**config.mk**
```make
export PLATFORM = sky130hd
export DESIGN_NAME = wb_arbiter_flat
export DESIGN_NICKNAME = d
export VERILOG_FILES = /design/src/rtl/wb_arbiter_if.sv /design/src/rtl/wb_arbiter.sv /design/src/flat_wrapper.sv
export SDC_FILE = /design/constraint.sdc
export NUM_CORES = 1
export LEC_CHECK = 0
export ABC_CLOCK_PERIOD_IN_PS = 9030
export CAP_MARGIN = 20
export CORE_ASPECT_RATIO = 2
export CORE_MARGIN = 2
export CORE_UTILIZATION = 39
export CTS_BUF_LIST = sky130_fd_sc_hd__clkbuf_2
export DETAILED_ROUTE_END_ITERATION = 7
export PLACE_DENSITY = 0.89
export SYNTH_ARGS = -nofsm -noshare
export SYNTH_HDL_FRONTEND = slang
export SYNTH_SLANG_ARGS = --single-unit
```
**constraint.sdc**
```tcl
create_clock -name clk -period 9.03 [get_ports clk]
set_clock_uncertainty 0.2 [all_clocks]
set_input_delay 1.3545 -clock clk [delete_from_list [all_inputs] [get_ports clk]]
set_output_delay 1.3545 -clock clk [all_outputs]
set_load 0.01 [all_outputs]
```
**src/rtl/wb_arbiter_if.sv**
```systemverilog
// Execute-pipe result and register-file write-port bundle for wb_arbiter.
// master = pipes/register-file side, slave = arbiter side.
interface wb_arbiter_if #(
   parameter int unsigned NUM_FUS = 4,
   parameter int unsigned REG_W   = 5,
   parameter int unsigned DATA_W  = 32
);
   logic [NUM_FUS-1:0]             fu_valid;
   logic [NUM_FUS-1:0][REG_W-1:0]  fu_dst;
   logic [NUM_FUS-1:0][DATA_W-1:0] fu_val;
   logic [NUM_FUS-1:0]             fu_ready;
   logic                           rf_we;
   logic [REG_W-1:0]               rf_waddr;
   logic [DATA_W-1:0]              rf_wdata;
   logic                           rf_ready;

   modport master (
      output fu_valid, fu_dst, fu_val, rf_ready,
      input  fu_ready, rf_we, rf_waddr, rf_wdata
   );

   modport slave (
      input  fu_valid, fu_dst, fu_val, rf_ready,
      output fu_ready, rf_we, rf_waddr, rf_wdata
   );
endinterface

```
**src/rtl/wb_arbiter.sv**
```systemverilog
// Round-robin writeback arbiter: NUM_FUS pipes share one register-file write port.
// Optional ungranted-request counter enabled by WB_PERF_CNT_EN.
module wb_arbiter #(
   parameter int unsigned NUM_FUS = 4,
   parameter int unsigned REG_W   = 5,
   parameter int unsigned DATA_W  = 32
) (
   input  logic          clk,
   input  logic          rst_n,
   wb_arbiter_if.slave   bus
`ifdef WB_PERF_CNT_EN
   ,
   output logic [31:0]   conflict_cnt
`endif
);

   localparam int unsigned PTR_W = (NUM_FUS > 1) ? $clog2(NUM_FUS) : 1;

   logic [NUM_FUS-1:0] req;
   logic [NUM_FUS-1:0] drop;
   logic [NUM_FUS-1:0] grant;
   logic               gnt_any;
   logic [PTR_W-1:0]   gnt_idx;
   logic               out_free;

   logic [PTR_W-1:0]   rr_ptr_q, rr_ptr_d;
   logic               rf_we_q, rf_we_d;
   logic [REG_W-1:0]   rf_waddr_q, rf_waddr_d;
   logic [DATA_W-1:0]  rf_wdata_q, rf_wdata_d;

   always_comb begin
      req  = '0;
      drop = '0;
      for (int unsigned i = 0; i < NUM_FUS; i++) begin
         req[i]  = bus.fu_valid[i] && (bus.fu_dst[i] != '0);
         drop[i] = bus.fu_valid[i] && (bus.fu_dst[i] == '0);
      end
   end

   assign out_free = !rf_we_q || bus.rf_ready;

   // Rotating scan from rr_ptr; first set request wins.
   always_comb begin
      int unsigned idx;
      idx     = 0;
      gnt_any = 1'b0;
      gnt_idx = '0;
      grant   = '0;
      if (out_free) begin
         for (int unsigned k = 0; k < NUM_FUS; k++) begin
            idx = int'(rr_ptr_q) + k;
            if (idx >= NUM_FUS) idx = idx - NUM_FUS;
            if (!gnt_any && req[idx]) begin
               gnt_any = 1'b1;
               gnt_idx = PTR_W'(idx);
            end
         end
      end
      if (gnt_any) grant[gnt_idx] = 1'b1;
   end

   // x0 results complete regardless of arbitration; nothing accepts during reset.
   assign bus.fu_ready = rst_n ? (grant | drop) : '0;

   always_comb begin
      rr_ptr_d   = rr_ptr_q;
      rf_we_d    = rf_we_q;
      rf_waddr_d = rf_waddr_q;
      rf_wdata_d = rf_wdata_q;
      if (gnt_any) begin
         rr_ptr_d   = (gnt_idx == PTR_W'(NUM_FUS - 1)) ? '0 : gnt_idx + PTR_W'(1);
         rf_we_d    = 1'b1;
         rf_waddr_d = bus.fu_dst[gnt_idx];
         rf_wdata_d = bus.fu_val[gnt_idx];
      end else if (rf_we_q && bus.rf_ready) begin
         rf_we_d = 1'b0;
      end
   end

   always_ff @(posedge clk or negedge rst_n) begin
      if (!rst_n) begin
         rr_ptr_q   <= '0;
         rf_we_q    <= 1'b0;
         rf_waddr_q <= '0;
         rf_wdata_q <= '0;
      end else begin
         rr_ptr_q   <= rr_ptr_d;
         rf_we_q    <= rf_we_d;
         rf_waddr_q <= rf_waddr_d;
         rf_wdata_q <= rf_wdata_d;
      end
   end

   assign bus.rf_we    = rf_we_q;
   assign bus.rf_waddr = rf_waddr_q;
   assign bus.rf_wdata = rf_wdata_q;

`ifdef WB_PERF_CNT_EN
   logic [31:0] cnt_q, cnt_d;

   // Counts cycles with any waiting write request, including output-stall cycles.
   always_comb begin
      cnt_d = cnt_q;
      if (|(req & ~grant) && (cnt_q != '1)) cnt_d = cnt_q + 32'd1;
   end

   always_ff @(posedge clk or negedge rst_n) begin
      if (!rst_n) cnt_q <= '0;
      else        cnt_q <= cnt_d;
   end

   assign conflict_cnt = cnt_q;
`endif

endmodule

```
**src/flat_wrapper.sv**
```systemverilog
// flat-port wrapper written by rule: the top's interface ports become plain ports
module wb_arbiter_flat 
#(
   parameter int unsigned NUM_FUS = 4,
   parameter int unsigned REG_W   = 5,
   parameter int unsigned DATA_W  = 32
)
  (clk, rst_n, bus_fu_valid, bus_fu_dst, bus_fu_val, bus_rf_ready, bus_fu_ready, bus_rf_we, bus_rf_waddr, bus_rf_wdata);
  wb_arbiter_if #(.NUM_FUS(NUM_FUS), .REG_W(REG_W), .DATA_W(DATA_W)) bus_i ();
  input  logic clk;
  input  logic rst_n;
  input wire logic [$bits(bus_i.fu_valid)-1:0] bus_fu_valid;
  input wire logic [$bits(bus_i.fu_dst)-1:0] bus_fu_dst;
  input wire logic [$bits(bus_i.fu_val)-1:0] bus_fu_val;
  input wire logic [$bits(bus_i.rf_ready)-1:0] bus_rf_ready;
  output wire logic [$bits(bus_i.fu_ready)-1:0] bus_fu_ready;
  output wire logic [$bits(bus_i.rf_we)-1:0] bus_rf_we;
  output wire logic [$bits(bus_i.rf_waddr)-1:0] bus_rf_waddr;
  output wire logic [$bits(bus_i.rf_wdata)-1:0] bus_rf_wdata;
  assign bus_i.fu_valid = bus_fu_valid;
  assign bus_i.fu_dst = bus_fu_dst;
  assign bus_i.fu_val = bus_fu_val;
  assign bus_i.rf_ready = bus_rf_ready;
  assign bus_fu_ready = bus_i.fu_ready;
  assign bus_rf_we = bus_i.rf_we;
  assign bus_rf_waddr = bus_i.rf_waddr;
  assign bus_rf_wdata = bus_i.rf_wdata;
  wb_arbiter #(.NUM_FUS(NUM_FUS), .REG_W(REG_W), .DATA_W(DATA_W)) u_core (.clk(clk), .rst_n(rst_n), .bus(bus_i));
endmodule
```
### Yosys cells after proc, flatten, opt, wreduce, memory -nomap -nowiden

Index checks and enable logic that the tools add are counted.

* register bits after elaboration: 40
* bits of input ports: 155
* output and inout bits: 42
* word-level logic and storage cells: 91

* add/subtract/negate cells: 8
* order comparisons: 10
* equal/unequal tests: 1
* muxes and demuxes: 40
* bitwise operators: 1
* reductions and logical operators: 27

Operators with widths (number)
* 2-to-1 mux 32 bit: 9
* less-than comparator 32 x 3 -> 1 bit, second input constant: 4
* greater-or-equal comparator 32 x 3 -> 1 bit, second input constant: 3
* subtractor 32 x 3 -> 32 bit, second input constant: 3
* binary-select mux 32 bit (select 2 bit): 1
* zero test 5 bit: 4
* nonzero test 5 bit: 4
* 2-to-1 mux 1 bit: 15
* logical AND 1 bit: 13
* 2-to-1 mux 2 bit: 6
* binary-select mux 5 bit (select 2 bit): 1
* binary-select mux 1 bit (select 2 bit): 4
* 2-to-1 mux 4 bit: 2
* adder 2 x 2 -> 3 bit, second input constant: 2
* 2-to-1 mux 5 bit: 1
* zero test 1 bit: 4
* bitwise OR 4 bit: 1
* subtractor 2 x 3 -> 4 bit, second input constant: 1
* adder 2 x 1 -> 3 bit, second input constant: 1
* greater-or-equal comparator 2 x 3 -> 1 bit, second input constant: 1
* less-than comparator 2 x 3 -> 1 bit, second input constant: 1
* adder 2 x 1 -> 2 bit, second input constant: 1
* demux 1 bit (select 2 bit): 1
* == test 2 bit, second input constant: 1
* 3 further kinds: 3

### Depth between registers and ports, before layout

* depth in word-level cells: 26
* gate-level depth with buffers: 12
* depth with buffers taken out: 9

### Worst setup path after synthesis

Ideal clock, no wire load.

* path type: input to output
* from: in bus_fu_dst[1]
* to: out bus_fu_ready[0]
* arrival: 3.380 ns
* required time: 7.476 ns
* path slack: 4.096 ns
* cell stages on the path: 12
* buffers on the path: 3
* path through: or4_1 -> o21a_2 -> a32oi_1 -> and3_1 -> buf_4 -> and2_4 -> buf_12 -> buf_12 -> inv_2 -> ha_1 -> a22oi_1 -> nor2b_1

* longest elaborated chain between the ends: 25
* elaborated cells between the ends (all ways): 39
* classes of those cells: order compare: 2; mux: 25; bitwise: 1; reduce/logical: 11

RTL lines
* start: declaration: line flat_wrapper.sv:13 `input wire logic [$bits(bus_i.fu_dst)-1:0] bus_fu_dst;`
* nonzero test 5 bit: line wb_arbiter.sv:35 `req[i] = bus.fu_valid[i] && (bus.fu_dst[i] != '0);`
* logical AND 1 bit: line wb_arbiter.sv:35
* binary-select mux 1 bit (select 2 bit): line wb_arbiter.sv:53 `if (!gnt_any && req[idx]) begin`
* 2-to-1 mux 1 bit (implied by the code): line wb_arbiter.sv:53
* 2-to-1 mux 1 bit: line wb_arbiter.sv:53
* 2-to-1 mux 1 bit: line wb_arbiter.sv:49 `if (out_free) begin`
* zero test 1 bit: line wb_arbiter.sv:53
* logical AND 1 bit: line wb_arbiter.sv:53
* (+9 left out)
* 2-to-1 mux 2 bit: line wb_arbiter.sv:49
* less-than comparator 2 x 3 -> 1 bit (implied by the code) / greater-or-equal comparator 2 x 1 -> 1 bit (equally long branches): line wb_arbiter.sv:59 `if (gnt_any) grant[gnt_idx] = 1'b1;`
* logical AND 1 bit (implied by the code): line wb_arbiter.sv:59
* 2-to-1 mux 1 bit (implied by the code): line wb_arbiter.sv:59
* demux 1 bit (select 2 bit)
* 2-to-1 mux 4 bit: line wb_arbiter.sv:59
* bitwise OR 4 bit (*): line wb_arbiter.sv:63 `assign bus.fu_ready = rst_n ? (grant | drop) : '0;`
* 2-to-1 mux 4 bit (*): line wb_arbiter.sv:63
* end: declaration: line flat_wrapper.sv:16 `output wire logic [$bits(bus_i.fu_ready)-1:0] bus_fu_ready;`

Mark *: on every way between the ends. The rest lies on a longest branch, timed or not. The select of a mux whose other input is x is not followed.

### Final worst setup path

* from: in bus_fu_dst[15]
* to: out bus_fu_ready[2]

* longest elaborated chain between the ends: 25
* elaborated cells between the ends (all ways): 37
* classes of those cells: order compare: 2; mux: 25; bitwise: 1; reduce/logical: 9

RTL lines (line)
* nonzero test 5 bit (*): wb_arbiter.sv:35
* logical AND 1 bit (*): wb_arbiter.sv:35
* binary-select mux 1 bit (select 2 bit): wb_arbiter.sv:53
* 2-to-1 mux 1 bit (implied by the code): wb_arbiter.sv:53
* 2-to-1 mux 1 bit: wb_arbiter.sv:53
* 2-to-1 mux 1 bit: wb_arbiter.sv:49
* zero test 1 bit: wb_arbiter.sv:53
* logical AND 1 bit: wb_arbiter.sv:53
* (+9 left out)
* 2-to-1 mux 2 bit: wb_arbiter.sv:49
* less-than comparator 2 x 3 -> 1 bit (implied by the code) / greater-or-equal comparator 2 x 1 -> 1 bit (equally long branches): wb_arbiter.sv:59
* logical AND 1 bit (implied by the code): wb_arbiter.sv:59
* 2-to-1 mux 1 bit (implied by the code): wb_arbiter.sv:59
* demux 1 bit (select 2 bit)
* 2-to-1 mux 4 bit (*): wb_arbiter.sv:59
* bitwise OR 4 bit (*): wb_arbiter.sv:63
* 2-to-1 mux 4 bit (*): wb_arbiter.sv:63

Marked as above.

==> summary.md <==
| Metric | Value |
|---|---|
| Kind of start point of the critical path | input port |
| Buffers on Ports | 196 |
| Max_slew headroom | 45.8% |
| M1 WL | 3450 microns |
| Crit path to | bus_fu_ready[2] |
| GR Overflow Total | 0 |
| Setup bufs post-CTS | 0 |
| Post-cts sizing count | 0 |
| Vias in the first global route | 3177 |
| Min-delay src | u_core.bus.rf_wdata[2] |
| FF+latch count, synth | 40 |
| Worst path required time | 7.48 ns |
| I/O pin count | 197 |
| N_diodes | 0 |
| Die height | 124 microns |
| Max stage delay on crit path | 0.74 ns |
| Cell area after synthesis | 2790 sq um |
| DRT Pass-1 Iters | 5 |
| Final hold viol count | 0 |
| Critical path class | in -> out |
| Num CTS Buffers | 5 |
| Overall routed net length | 10100 microns |
| Drt drc | 0 |
| Cell chain of the critical path | clkdlybuf4s50_1 -> or4_1 -> o21ai_1 -> a21bo_2 -> o211ai_1 -> a311o_2 -> inv_1 -> ha_1 -> a32oi_1 -> nor2b_1 -> clkdlybuf4s50_1 |
| Routed length per instance | 18.5 microns |
| LEAKAGE | 1.93 nW |
| Tmin final | 6.49 ns |
| Core ar. | 6940 sq um |
| Synth-to-Final Area Change | 69.9% |
| Data arrival, critical path | 4.93 ns |
| Die width | 63.8 microns |
| R2R depth | 6 |
| Cell Pwr Density | 158 nW/um^2 |
| Library cells used by synthesis | 38 |
| Met2 wire len | 5840 microns |
| Cell count after synthesis | 268 |
| RSZ-0062 raised after global routing | false |
| Worst Hold Class | reg -> reg |
| Final setup violation count | 0 |
| Pins over their slew limit | 0 |
| H-tree depth | 2 |
| Main synth FF type | dfrtp_1 |
| Share of cells above drive strength 1 | 4.64% |
| Commonest non-fill, non-tap cell in the layout | clkdlybuf4s50_1 |
| Met3 Wirelength | 459 microns |
| Site Rows | 43 |
| Most frequent cells in the layout | clkdlybuf4s50_1, mux2i_1, nand2_1 |
| Seq/Total Area, Yosys | 35.9% |
| Initial DRC Count | 211 |
| HPWL Detailed | 7720 microns |
| Vias/cell | 5.44 |
| Syn Area/Cell | 10.4 sq um |
| Max VDD drop | 113 uV |
| Sink Count | 40 |
| Worst-skew pair later-pin latency | 0.38 ns |
| Antenna violations before repair | 0 |
| Worst slew pin tran | 0.813 ns |
| Worst-path clk slew | 0.19 ns |
| Root buffer cell | clkbuf_2 |
| GP Congestion | 0.832 |
| Pin count of the biggest net entering global routing | 45 |
| Max Root-Sink Buffers | 2 |
| DRT antenna net count | 0 |
| Ys async rst share | 100% |
| WHS Path Cells | 2 |
| Slowest CP cell | a311o_2 |
| CTS tree | yes |
| Setup TNS | 0 ns |
| Part of the cycle the worst path needs | 71.8% |
| Yosys warnings | 0 |
| Status | complete, no violations |
| Die area | 7870 sq um |
| Hold-fix buffers, CTS | 0 |
| First-pass GRT wire length | 15500 microns |
| Nets@finish | 612 |
| CP Launch Point | bus_fu_dst[15] |
| Syn_nets | 427 |
| Initial Util | 40.1% |
| R2R Setup Slk | 6.03 ns |
| MaxCap Viol Count | 0 |
| Worst r2r dst | u_core.bus.rf_wdata[0] |
| Place WS | 2.51 ns |
| CP Max Fanout | 41 |
| Number of synthesized flops with an enable pin | 0 |
| Top sig layer | met4 |
| Critical path's most frequent cell | clkdlybuf4s50_1 |
| Crit end category | primary output |
| Highest Clock Rate | 0.154 GHz |
| Worst R2R Start | u_core.rr_ptr_q[1] |
| GRT Total Usage | 25.5% |
| Fin worst setup slack | 2.54 ns |
| Vias | 2954 |
-- Yosys cell counts (2+ instances only) --
cell type,count,area share (%)
a21oi_1,5,0.90
a22oi_1,2,0.54
a32oi_1,2,0.63
buf_12,6,4.3
buf_2,7,1.3
buf_4,3,0.81
clkbuf_1,3,0.40
dfrtp_1,40,36
ha_1,4,1.8
inv_1,3,0.40
mux2i_1,73,26
nand2_1,43,5.8
nand2b_1,2,0.45
nand3_1,2,0.36
nor2_1,7,0.94
nor2b_1,6,1.3
o21ai_1,2,0.36
o221ai_1,37,12
or4_1,2,0.54
-- power breakdown --
group	internal [W]	total, W	switching, W	leakage, nW
sequential	0.000230	0.000263	0.0000330	0.476
clock	0.0000185	0.0000771	0.0000586	0.0288
combinational	0.000231	0.000408	0.000177	1.43
-- routing by layer --
layer	vias up	track usage, %
li1	1387	-
met1	1416	26.6
met2	126	49.3
met3	25	4.64
met4	0	10.1
met5	-	0
-- per-stage QoR --
step	total power [W]	instance area, sq um	utilization (%)	std cells	hold slack, ns
floorplan	0.000481	2790	-	268	0.319
global placement	0.000665	4680	67.4	535	0.268
detailed placement	0.000674	4680	67.4	535	0.273
CTS	0.000754	4710	67.9	542	0.315
global route	0.000794	4730	68.2	543	0.338
finish	0.000748	4730	68.2	543	0.312
-- logic make-up after synthesis --
logic type                 Yosys count  share of synthesized area, %
AOI/OAI and AO/OA                   55                          16.1
adders and majority gates            4                          1.80
buffers and inverters               25                          8.00
DFF                                 40                          35.9
muxes                               73                          26.2
and+or+nand+nor                     71                          11.9
-- state kept, by name, indices dropped and copies added (netlist names) --
name	cells
u_core.bus.rf_wdata	32
u_core.rr_ptr_q	2
u_core.bus.rf_we	1
u_core.bus.rf_waddr	5
-- critical path, delay by kind of cell --
family | cells | cell delay (ns)
AOI/OAI and AO/OA | 5 | 1.66
buffers and inverters | 3 | 1.04
adders and majority gates | 1 | 0.22
and+or+nand+nor | 2 | 0.64
-- worst min path at each step --
| stage | slack, ns | end |
|---|---|---|
| after global routing | 0.34 | u_core.bus.rf_wdata[2] |
| after detailed placement | 0.27 | u_core.bus.rf_wdata[15] |
| after CTS | 0.31 | u_core.bus.rf_wdata[2] |
| after floorplan | 0.32 | u_core.bus.rf_wdata[21] |
| final | 0.31 | u_core.bus.rf_wdata[2] |
| after global placement | 0.27 | u_core.bus.rf_wdata[1] |
-- cell type report --
class / count / area (sq um)
inverter: 4 / 15.0
multi-input combinational: 203 / 1580
fill: 564 / 2210
sequential: 40 / 1000
tap: 90 / 113
clock buffer: 6 / 30.0
timing repair buffer: 199 / 1990
clock inverter: 1 / 5.00
No activity file was read; power rests on OpenSTA's default activity.
